## src/rtl/pc_gen_unit_pkg.sv

```systemverilog
// Shared definitions for the fetch-PC generator: redirect ranking and reset vector.
package pc_gen_unit_pkg;

  // Redirect source, ordered so that a numerically larger value has higher priority.
  typedef enum logic [1:0] {
    RK_SEQ = 2'd0,
    RK_D   = 2'd1,
    RK_E   = 2'd2,
    RK_M   = 2'd3
  } redirect_rank_e;

  // MIPS boot vector (kseg1 ROM).
  localparam logic [31:0] RESET_PC_DEFAULT = 32'hbfc0_0000;

endpackage

```

## src/rtl/pc_lane_prio_sel.sv

```systemverilog
// Lowest-index priority select across lanes: picks the 32-bit word of the oldest
// requesting lane and flags whether any lane requested at all.
module pc_lane_prio_sel #(
  parameter int LANES = 2
) (
  input  logic [LANES-1:0]    req,
  input  logic [32*LANES-1:0] data,
  output logic                valid,
  output logic [31:0]         sel
);

  logic [LANES-1:0] onehot;
  logic [31:0]      masked [LANES];

  // Isolate the lowest set request bit.
  assign onehot = req & ~(req - LANES'(1));
  assign valid  = |req;

  generate
    for (genvar gi = 0; gi < LANES; gi++) begin : g_mask
      assign masked[gi] = onehot[gi] ? data[32*gi +: 32] : 32'd0;
    end
  endgenerate

  // OR-combine the masked words; at most one is non-zero.
  always_comb begin
    sel = 32'd0;
    for (int i = 0; i < LANES; i++) begin
      sel = sel | masked[i];
    end
  end

endmodule

```

## src/rtl/pc_gen_unit.sv

```systemverilog
// Fetch-PC generator: ranks M trap / E mispredict / D jump redirects, holds a
// redirect that arrives while IF is stalled, and tags every redirect with an epoch.
module pc_gen_unit
  import pc_gen_unit_pkg::*;
#(
  parameter int          LANES    = 2,
  parameter logic [31:0] RESET_PC = RESET_PC_DEFAULT,
  parameter int          EPOCH_W  = 3
) (
  input  logic                clk,
  input  logic                rst,
  input  logic                stallF,
  input  logic [LANES-1:0]    trap_M,
  input  logic [32*LANES-1:0] pc_exc_M,
  input  logic [LANES-1:0]    pred_take_E,
  input  logic [LANES-1:0]    actual_take_E,
  input  logic [32*LANES-1:0] pc_branch_E,
  input  logic [32*LANES-1:0] pc_plus8_E,
  input  logic [LANES-1:0]    jump_D,
  input  logic [32*LANES-1:0] pc_jump_D,
  input  logic [LANES-1:0]    pred_take_D,
  input  logic [32*LANES-1:0] pc_branch_D,
  output logic [31:0]         pc,
  output logic                redirect,
  output logic [1:0]          redirect_src,
  output logic                pending,
  output logic [EPOCH_W-1:0]  epoch
);

  localparam logic [31:0] SEQ_STEP = 32'(4 * LANES);

  logic [LANES-1:0]    e_req, d_req;
  logic [32*LANES-1:0] e_data, d_data;
  logic                m_valid, e_valid, d_valid;
  logic [31:0]         m_sel, e_sel, d_sel;

  redirect_rank_e new_rank;
  logic [31:0]    new_target;

  logic [31:0]        pc_reg, pc_next;
  redirect_rank_e     src_reg, src_next;
  logic               redirect_reg, redirect_next;
  logic               pend_reg, pend_next;
  redirect_rank_e     pend_rank_reg, pend_rank_next;
  logic [31:0]        pend_target_reg, pend_target_next;
  logic [EPOCH_W-1:0] epoch_reg, epoch_next;

  // Per-lane request and target formation for E and D.
  generate
    for (genvar gi = 0; gi < LANES; gi++) begin : g_lane
      assign e_req[gi]              = pred_take_E[gi] ^ actual_take_E[gi];
      assign e_data[32*gi +: 32]    = actual_take_E[gi] ? pc_branch_E[32*gi +: 32]
                                                        : pc_plus8_E[32*gi +: 32];
      assign d_req[gi]              = jump_D[gi] | pred_take_D[gi];
      assign d_data[32*gi +: 32]    = jump_D[gi] ? pc_jump_D[32*gi +: 32]
                                                 : pc_branch_D[32*gi +: 32];
    end
  endgenerate

  pc_lane_prio_sel #(.LANES(LANES)) u_sel_m (
    .req(trap_M), .data(pc_exc_M), .valid(m_valid), .sel(m_sel)
  );
  pc_lane_prio_sel #(.LANES(LANES)) u_sel_e (
    .req(e_req), .data(e_data), .valid(e_valid), .sel(e_sel)
  );
  pc_lane_prio_sel #(.LANES(LANES)) u_sel_d (
    .req(d_req), .data(d_data), .valid(d_valid), .sel(d_sel)
  );

  // Cross-stage rank: an older stage flushes anything younger, so D only counts alone.
  always_comb begin
    new_rank   = RK_SEQ;
    new_target = 32'd0;
    if (m_valid) begin
      new_rank   = RK_M;
      new_target = m_sel;
    end else if (e_valid) begin
      new_rank   = RK_E;
      new_target = e_sel;
    end else if (d_valid) begin
      new_rank   = RK_D;
      new_target = d_sel;
    end
  end

  // Next-state: capture into the pending slot while stalled, apply on release.
  always_comb begin
    pc_next          = pc_reg;
    src_next         = src_reg;
    redirect_next    = 1'b0;
    pend_next        = pend_reg;
    pend_rank_next   = pend_rank_reg;
    pend_target_next = pend_target_reg;
    epoch_next       = epoch_reg;
    if (stallF) begin
      // >= lets a younger request of the same stage replace an older one.
      if (new_rank != RK_SEQ && new_rank >= pend_rank_reg) begin
        pend_next        = 1'b1;
        pend_rank_next   = new_rank;
        pend_target_next = new_target;
      end
    end else if (pend_reg) begin
      if (new_rank > pend_rank_reg) begin
        pc_next  = new_target;
        src_next = new_rank;
      end else begin
        pc_next  = pend_target_reg;
        src_next = pend_rank_reg;
      end
      redirect_next  = 1'b1;
      epoch_next     = epoch_reg + EPOCH_W'(1);
      pend_next      = 1'b0;
      pend_rank_next = RK_SEQ;
    end else if (new_rank != RK_SEQ) begin
      pc_next       = new_target;
      src_next      = new_rank;
      redirect_next = 1'b1;
      epoch_next    = epoch_reg + EPOCH_W'(1);
    end else begin
      pc_next  = pc_reg + SEQ_STEP;
      src_next = RK_SEQ;
    end
  end

  // State registers; reset also discards any held redirect.
  always_ff @(posedge clk or negedge rst) begin
    if (!rst) begin
      pc_reg          <= RESET_PC;
      src_reg         <= RK_SEQ;
      redirect_reg    <= 1'b0;
      pend_reg        <= 1'b0;
      pend_rank_reg   <= RK_SEQ;
      pend_target_reg <= 32'd0;
      epoch_reg       <= '0;
    end else begin
      pc_reg          <= pc_next;
      src_reg         <= src_next;
      redirect_reg    <= redirect_next;
      pend_reg        <= pend_next;
      pend_rank_reg   <= pend_rank_next;
      pend_target_reg <= pend_target_next;
      epoch_reg       <= epoch_next;
    end
  end

  assign pc           = pc_reg;
  assign redirect     = redirect_reg;
  assign redirect_src = src_reg;
  assign pending      = pend_reg;
  assign epoch        = epoch_reg;

endmodule

```

## config.mk

```make
export PLATFORM = sky130hd
export DESIGN_NAME = pc_gen_unit
export DESIGN_NICKNAME = d
export VERILOG_FILES = /design/src/rtl/pc_gen_unit_pkg.sv /design/src/rtl/pc_lane_prio_sel.sv /design/src/rtl/pc_gen_unit.sv
export SDC_FILE = /design/constraint.sdc
export NUM_CORES = 1
export LEC_CHECK = 0
export ABC_AREA = 1
export ABC_CLOCK_PERIOD_IN_PS = 2300
export CAP_MARGIN = 20
export CORE_AREA = 2 2 146 148
export DETAILED_ROUTE_END_ITERATION = 12
export DIE_AREA = 0 0 148 150
export PLACE_DENSITY = 0.75
export SLEW_MARGIN = 0
export SYNTH_ARGS = -nofsm -noshare
export SYNTH_HDL_FRONTEND = slang
export SYNTH_SLANG_ARGS = --single-unit
```

## constraint.sdc

```tcl
create_clock -name clk -period 2.3 [get_ports clk]
set_input_delay 0.345 -clock clk [delete_from_list [all_inputs] [get_ports clk]]
set_output_delay 0.345 -clock clk [all_outputs]
set_load 0.05 [all_outputs]
```

Word-level counts from Yosys, hierarchy flattened --
Cells that the tools add are included.
Operators by class: $add $sub $neg 5, $lt $le $gt $ge 2, equality and inequality tests 1, multiplexer cells 32, bitwise logic cells 14, reduce and logical (&&, ||, !) cells 10
Operator list (count):
- 32-bit two-way mux | 16
- 32-bit bitwise OR | 3
- 32-bit by 4-bit adder with 32-bit output (second input constant) | 1
- 2-bit two-way mux | 8
- 2-bit AND | 3
- 1-bit two-way mux | 6
- 3-bit two-way mux | 2
- 2-bit NOT | 3
- 2-bit AND reduction | 3
- 2-bit nonzero test | 3
- 2-bit OR reduction | 3
- 2-bit by 1-bit subtractor with 2-bit output (second input constant) | 3
- 3-bit by 1-bit adder with 3-bit output (second input constant) | 1
- 2-bit greater-or-equal comparator | 1
- 2-bit > comparator | 1
- 2-bit by 1-bit inequality test with 1-bit output (second input constant) | 1
- 1-bit bitwise OR | 2
- 1-bit XOR | 2
- 1-bit logical AND | 1
- 1-bit NOT | 1
Storage, ports and cells: register bits 73, input port bits 333, output and inout port bits 39, word-level logic and storage cells 71

Logic depth before layout (Yosys ltp) --
depth after elaboration 11, depth in mapped cells 19, gate-level depth less buffers 17

By module --
From an unflattened synthesis, not the netlist that was laid out.
Second synthesis, totals: cells, all modules 1355, area total of the unflattened synthesis 8483.1 µm²
Modules (own cells, without submodules):
- pc_gen_unit | instances 1, cells each 1028, area an instance 6351.1 µm²
- pc_lane_prio_sel | instances 3, cells each 109, area an instance 710.7 µm²

Worst setup path after synthesis --
No wires, ideal clock.
path kind input port to flip-flop, start input port actual_take_E[0], end register pc_reg[19] (netlist: pc[19]), arrival 2.257 ns, data required time 2.187 ns, path slack -0.070 ns, stages 17, buffers on the path 2, path through buf_6 nand2_2 nand2_2 nor2_4 nand2_1 nand2_1 inv_1 ha_1 o21bai_1 o21ai_1 nand2_1 clkbuf_1 o21ai_0 a21oi_1 nand3_1 nand2_1 inv_1
On the way: word-level cells in the longest chain between the ends 10, elaborated cells between the ends (all ways) 18, classes of those cells 1 x add/sub; 1 x order compare; 10 x mux; 4 x bitwise; 2 x reduce/logical
Ends and longest elaborated chain:
- start: declaration | RTL line pc_gen_unit.sv:16 | input logic [LANES-1:0] actual_take_E,
- 1-bit XOR | RTL line pc_gen_unit.sv:51 | assign e_req[gi] = pred_take_E[gi] ^ actual_take_E[gi];
- 2-bit by 1-bit subtractor with 2-bit output | RTL line pc_lane_prio_sel.sv:16 | assign onehot = req & ~(req - LANES'(1));
- 2-bit NOT | RTL line pc_lane_prio_sel.sv:16
- 2-bit AND | RTL line pc_lane_prio_sel.sv:16
- 32-bit two-way mux | RTL line pc_lane_prio_sel.sv:21 | assign masked[gi] = onehot[gi] ? data[32*gi +: 32] : 32'd0;
- 32-bit bitwise OR | RTL line pc_lane_prio_sel.sv:29 | sel = sel | masked[i];
- 32-bit two-way mux | RTL line pc_gen_unit.sv:77 | end else if (e_valid) begin
- 32-bit two-way mux | RTL line pc_gen_unit.sv:74 | if (m_valid) begin
- 32-bit two-way mux, on equally long branches | RTL line pc_gen_unit.sv:114, pc_gen_unit.sv:103
- 32-bit two-way mux (*) | RTL line pc_gen_unit.sv:102 | end else if (pend_reg) begin
- end signal: assignment | RTL line pc_gen_unit.sv:136 | pc_reg <= pc_next;
- end: declaration | RTL line pc_gen_unit.sv:40 | logic [31:0] pc_reg, pc_next;
Every way passes the cells marked *; elsewhere a longest branch is shown, timed or not. A chain may end at the register's enable or synchronous reset.

Worst setup path after layout --
start input port trap_M[0], end register pc_reg[18] (netlist: pc[18])
On the way: word-level cells in the longest chain between the ends 8, elaborated cells between the ends (all ways) 14, classes of those cells 1 x add/sub; 1 x order compare; 7 x mux; 3 x bitwise; 2 x reduce/logical
Ends and longest elaborated chain:
- start: declaration | RTL line pc_gen_unit.sv:13 | input logic [LANES-1:0] trap_M,
- 2-bit by 1-bit subtractor with 2-bit output | RTL line pc_lane_prio_sel.sv:16
- 2-bit NOT | RTL line pc_lane_prio_sel.sv:16
- 2-bit AND | RTL line pc_lane_prio_sel.sv:16
- 32-bit two-way mux | RTL line pc_lane_prio_sel.sv:21
- 32-bit bitwise OR | RTL line pc_lane_prio_sel.sv:29
- 32-bit two-way mux | RTL line pc_gen_unit.sv:74
- 32-bit two-way mux, on equally long branches | RTL line pc_gen_unit.sv:114, pc_gen_unit.sv:103
- 32-bit two-way mux (*) | RTL line pc_gen_unit.sv:102
Marks and branches as above.

==> summary.md <==
| Metric | Value |
|---|---|
| Result of the run | `finished, final reports clean` |
| Overall overflow remaining after global route | `0` |
| Capturing element type of the critical path | `flip-flop` |
| Most frequently used flop master after synthesis | `dfrtp_1` |
| Number of unique standard cell types used by synthesis | `35` |
| Antenna violations before repair | `7` |
| Endpoints failing setup | `0` |
| Number of vias in the routed layout | `10.12k` |
| Synthesis Warnings | `0` |
| Starting density of the core | `36.90%` |
| Biggest area contributors in the synthesized netlist | `nand2_1, dfrtp_1, nand3_1` |
| Final max-slew violation count | `0` |
| Floorplan row count | `53` |
| Final cell utilization of the core | `59.65%` |
| Top-count cell post-synth | `nand2_1` |
| Max Cap Viol | `0` |
| Total GRT Usage | `30.49%` |
| IO Port Bufs | `371` |
| Critical path required time | `2540 ps` |
| Post-route DRC | `0` |
| Placer's final routability congestion estimate | `slightly below 1` |
| Post-route minimum period | `2173 ps` |
| Wire length reported by the detailed router | `~35 mm` |
| DRT Pass-1 Iters | `5` |
| Number of nets in the finished design | `2084` |
| Filler cell count | `2023` |
| Average footprint of a synthesized cell | `5.564 µm²` |
| Area share of the largest cell type after synthesis | `about 28%` |
| Critical Path Fanout Max | `5` |
| Die Ht | `around 150 µm` |
| Clock transition at the register clock pins on the worst setup and hold paths after CTS | `60 ps` |
| Largest net degree at the start of global routing | `74` |
| Number of hold violations in the final report | `0` |
| Clock tree from TritonCTS | `done` |
| Clock buffer depth | `2` |
| Width of the die | `approximately 150 µm` |
| CTS buffer count | `9` |
| Tcrit/Tclk final | `a little over nine tenths` |
| Setup slack of the most critical reg-to-reg path | `between 300 and 400 ps` |
| Vias in the first global route | `9605` |
| Number of clock sinks seen by CTS | `73` |
| Average vias per placed instance | `4.982` |
| Clock share of power | `15.2%` |
| Post-synthesis cell count | `1372` |
| Top-level I/O count | `around 370` |
| Detailed placement HPWL | `28.25 mm` |
| Comb power frac | `57.7%` |
| Setup_tns | `0 ps` |
| Cell-internal power | `about 5 mW` |
| Switching share of power | `47.41%` |
| Post-synthesis sequential area ratio | `24.08%` |
| Worst slew margin relative to its limit | `between 60% and 70%` |
| Post-detailed-route count of antenna-violating nets | `0` |
| Post-synth net total | `1710` |
| Achievable frequency | `approximately 460 MHz` |
| Maximum vdd ir drop | `399.2 µV` |
| Switching pwr | `4.401 mW` |
| Sequential share of power | `~27%` |
| RR Startpoint | `pc[5]` |
| Number of enable flip-flop cells after synthesis | `0` |
| Library cell occupying the most area in the post-synthesis netlist | `nand2_1` |
| Power Density | `752.3 nW/µm²` |
| Depth of the worst register-to-register path | `11` |
| CP Launch Type | `input port` |
| Share of layout cells above drive strength 1 | `8.681%` |
| Async set-reset flop share out of synthesis | `100.0%` |
| Buffer type at the clock tree root | `clkbuf_16` |
| Core area | `about 21000 µm²` |
| Setup clock skew after layout | `about 8 ps` |
| Critical path type | `input port to flip-flop` |
| Global-route wire length before repair | `52.28 mm` |
| List of most frequent post-synthesis cells | `nand2_1, inv_1, nand3_1` |
| Start point of the critical path | `trap_M[0]` |
| Terminus of the critical flop-to-flop path | `pc[18]` |
| Worst min-delay path class | `input port to asynchronous set/reset pin` |
| Iteration-0 DRC count of the detailed router | `669` |
| Area of the mapped netlist | `7634 µm²` |
| CTS H-Tree Depth | `3` |
| Area growth syn-to-layout | `61.66%` |
| Die outline area | `22200 µm²` |
| Number of register bits inferred by synthesis | `73` |
| Pin slew with the least headroom to its limit | `558.1 ps` |
| Later-pin clock latency in the skew report | `340 ps` |
| Leakage Power | `between 5 and 6 nW` |
| Average wire length per cell after detail routing | `~17 µm` |
| Data arrival time of the worst path | `2410 ps` |
[worst max-delay path: stages]
cell             delay, ps
clkdlybuf4s50_1        470
nor2_4                 140
nand2_2                 70
ha_1                   270
inv_1                   90
o21bai_2               230
o21ai_4                130
nand2_4                110
buf_6                  120
o21ai_0                 80
a21oi_1                130
nand3_1                120
nand2_1                 80
inv_1                   30
[per-layer routing]
metal,vias up,global-route usage (%),wire [µm]
met2,450,50.65,16350
met5,-,0,24
met3,68,4.604,2469
met4,4,10.81,1158
li1,5055,-,-
met1,4541,40.37,14580
[worst max-delay path by stage]
| stage | endpoint | slack, ps |
|---|---|---|
| after floorplan | pc[28] | 0.7 |
| after global placement | pc[22] | -490 |
| after detailed placement | pc[2] | -560 |
| after CTS | pend_target_reg[7] | 20 |
| after global routing | pc[21] | -60 |
| final | pc[18] | 130 |
[through the flow]
step / hold slack (ps) / setup slack [ps] / instance area, µm² / cells / power (mW)
after global placement: 403.2 / -490.3 / 11910 / 2006 / 7.475
after global routing: 51.24 / -62.93 / 12340 / 2031 / 9.899
after floorplan: 49.41 / 0.7001 / 7641 / 1372 / 5.466
after CTS: 44.31 / 22.89 / 12220 / 2022 / 9.055
final: 10.13 / 127.0 / 12340 / 2031 / 9.284
after detailed placement: 399.8 / -558.2 / 11910 / 2006 / 7.569
[what timing repair did]
item,4_1_cts,5_1_grt
setup endpoints to repair,67,68
pin swaps,0,7
gates cloned,0,2
resized for setup,11,37
hold buffers,0,0
setup buffers,0,2
[area by class of cell]
class	count	area (µm²)	area share (%)
Clock buffer	9	225.2	1.825
Multi-Input combinational cell	1055	4897	39.68
Timing Repair inverter	1	7.507	0.06083
Timing Repair Buffer	430	4272	34.61
Sequential cell	73	1838	14.89
Antenna cell	5	12.51	0.1014
Inverter	176	674.4	5.465
Clock inverter	7	70.07	0.5678
Tap cell	275	344.1	2.788
[cells by family (layout without fill, tap and decap cells)]
logic type / count (synthesis) / after routing / synth area share, %
flops: 73 / 73 / 24.08
mux: 16 / 16 / 2.360
buf+inv: 244 / 623 / 12.92
xor+xnor: 13 / 13 / 1.492
other cells: 0 / 5 / 0
simple gates: 825 / 825 / 44.01
compound gates: 196 / 196 / 14.33
fa+ha+maj: 5 / 5 / 0.8195
[power groups by stage]
stage          Sequential (mW)  Clock [mW]  Combinational (mW)
4_1_cts                   2.49        1.43                5.13
5_1_grt                   2.58        1.48                5.84
6_report                  2.51        1.42                5.36
3_5_place_dp              2.51           0                5.06
2_1_floorplan             3.28           0                2.19
3_3_place_gp              2.49           0                4.99
[placed cells by master (no fill, tap or decap), types with 20 or more instances in the layout]
| cell type | count |
|---|---|
| nand2_1 | 562 |
| clkdlybuf4s50_1 | 363 |
| inv_1 | 164 |
| nand3_1 | 127 |
| nor2_1 | 100 |
| o21ai_0 | 64 |
| dfrtp_1 | 64 |
| buf_4 | 44 |
| a21oi_1 | 43 |
| o21ai_1 | 33 |
| a22oi_1 | 20 |
No activity file was read; power rests on OpenSTA's default activity.
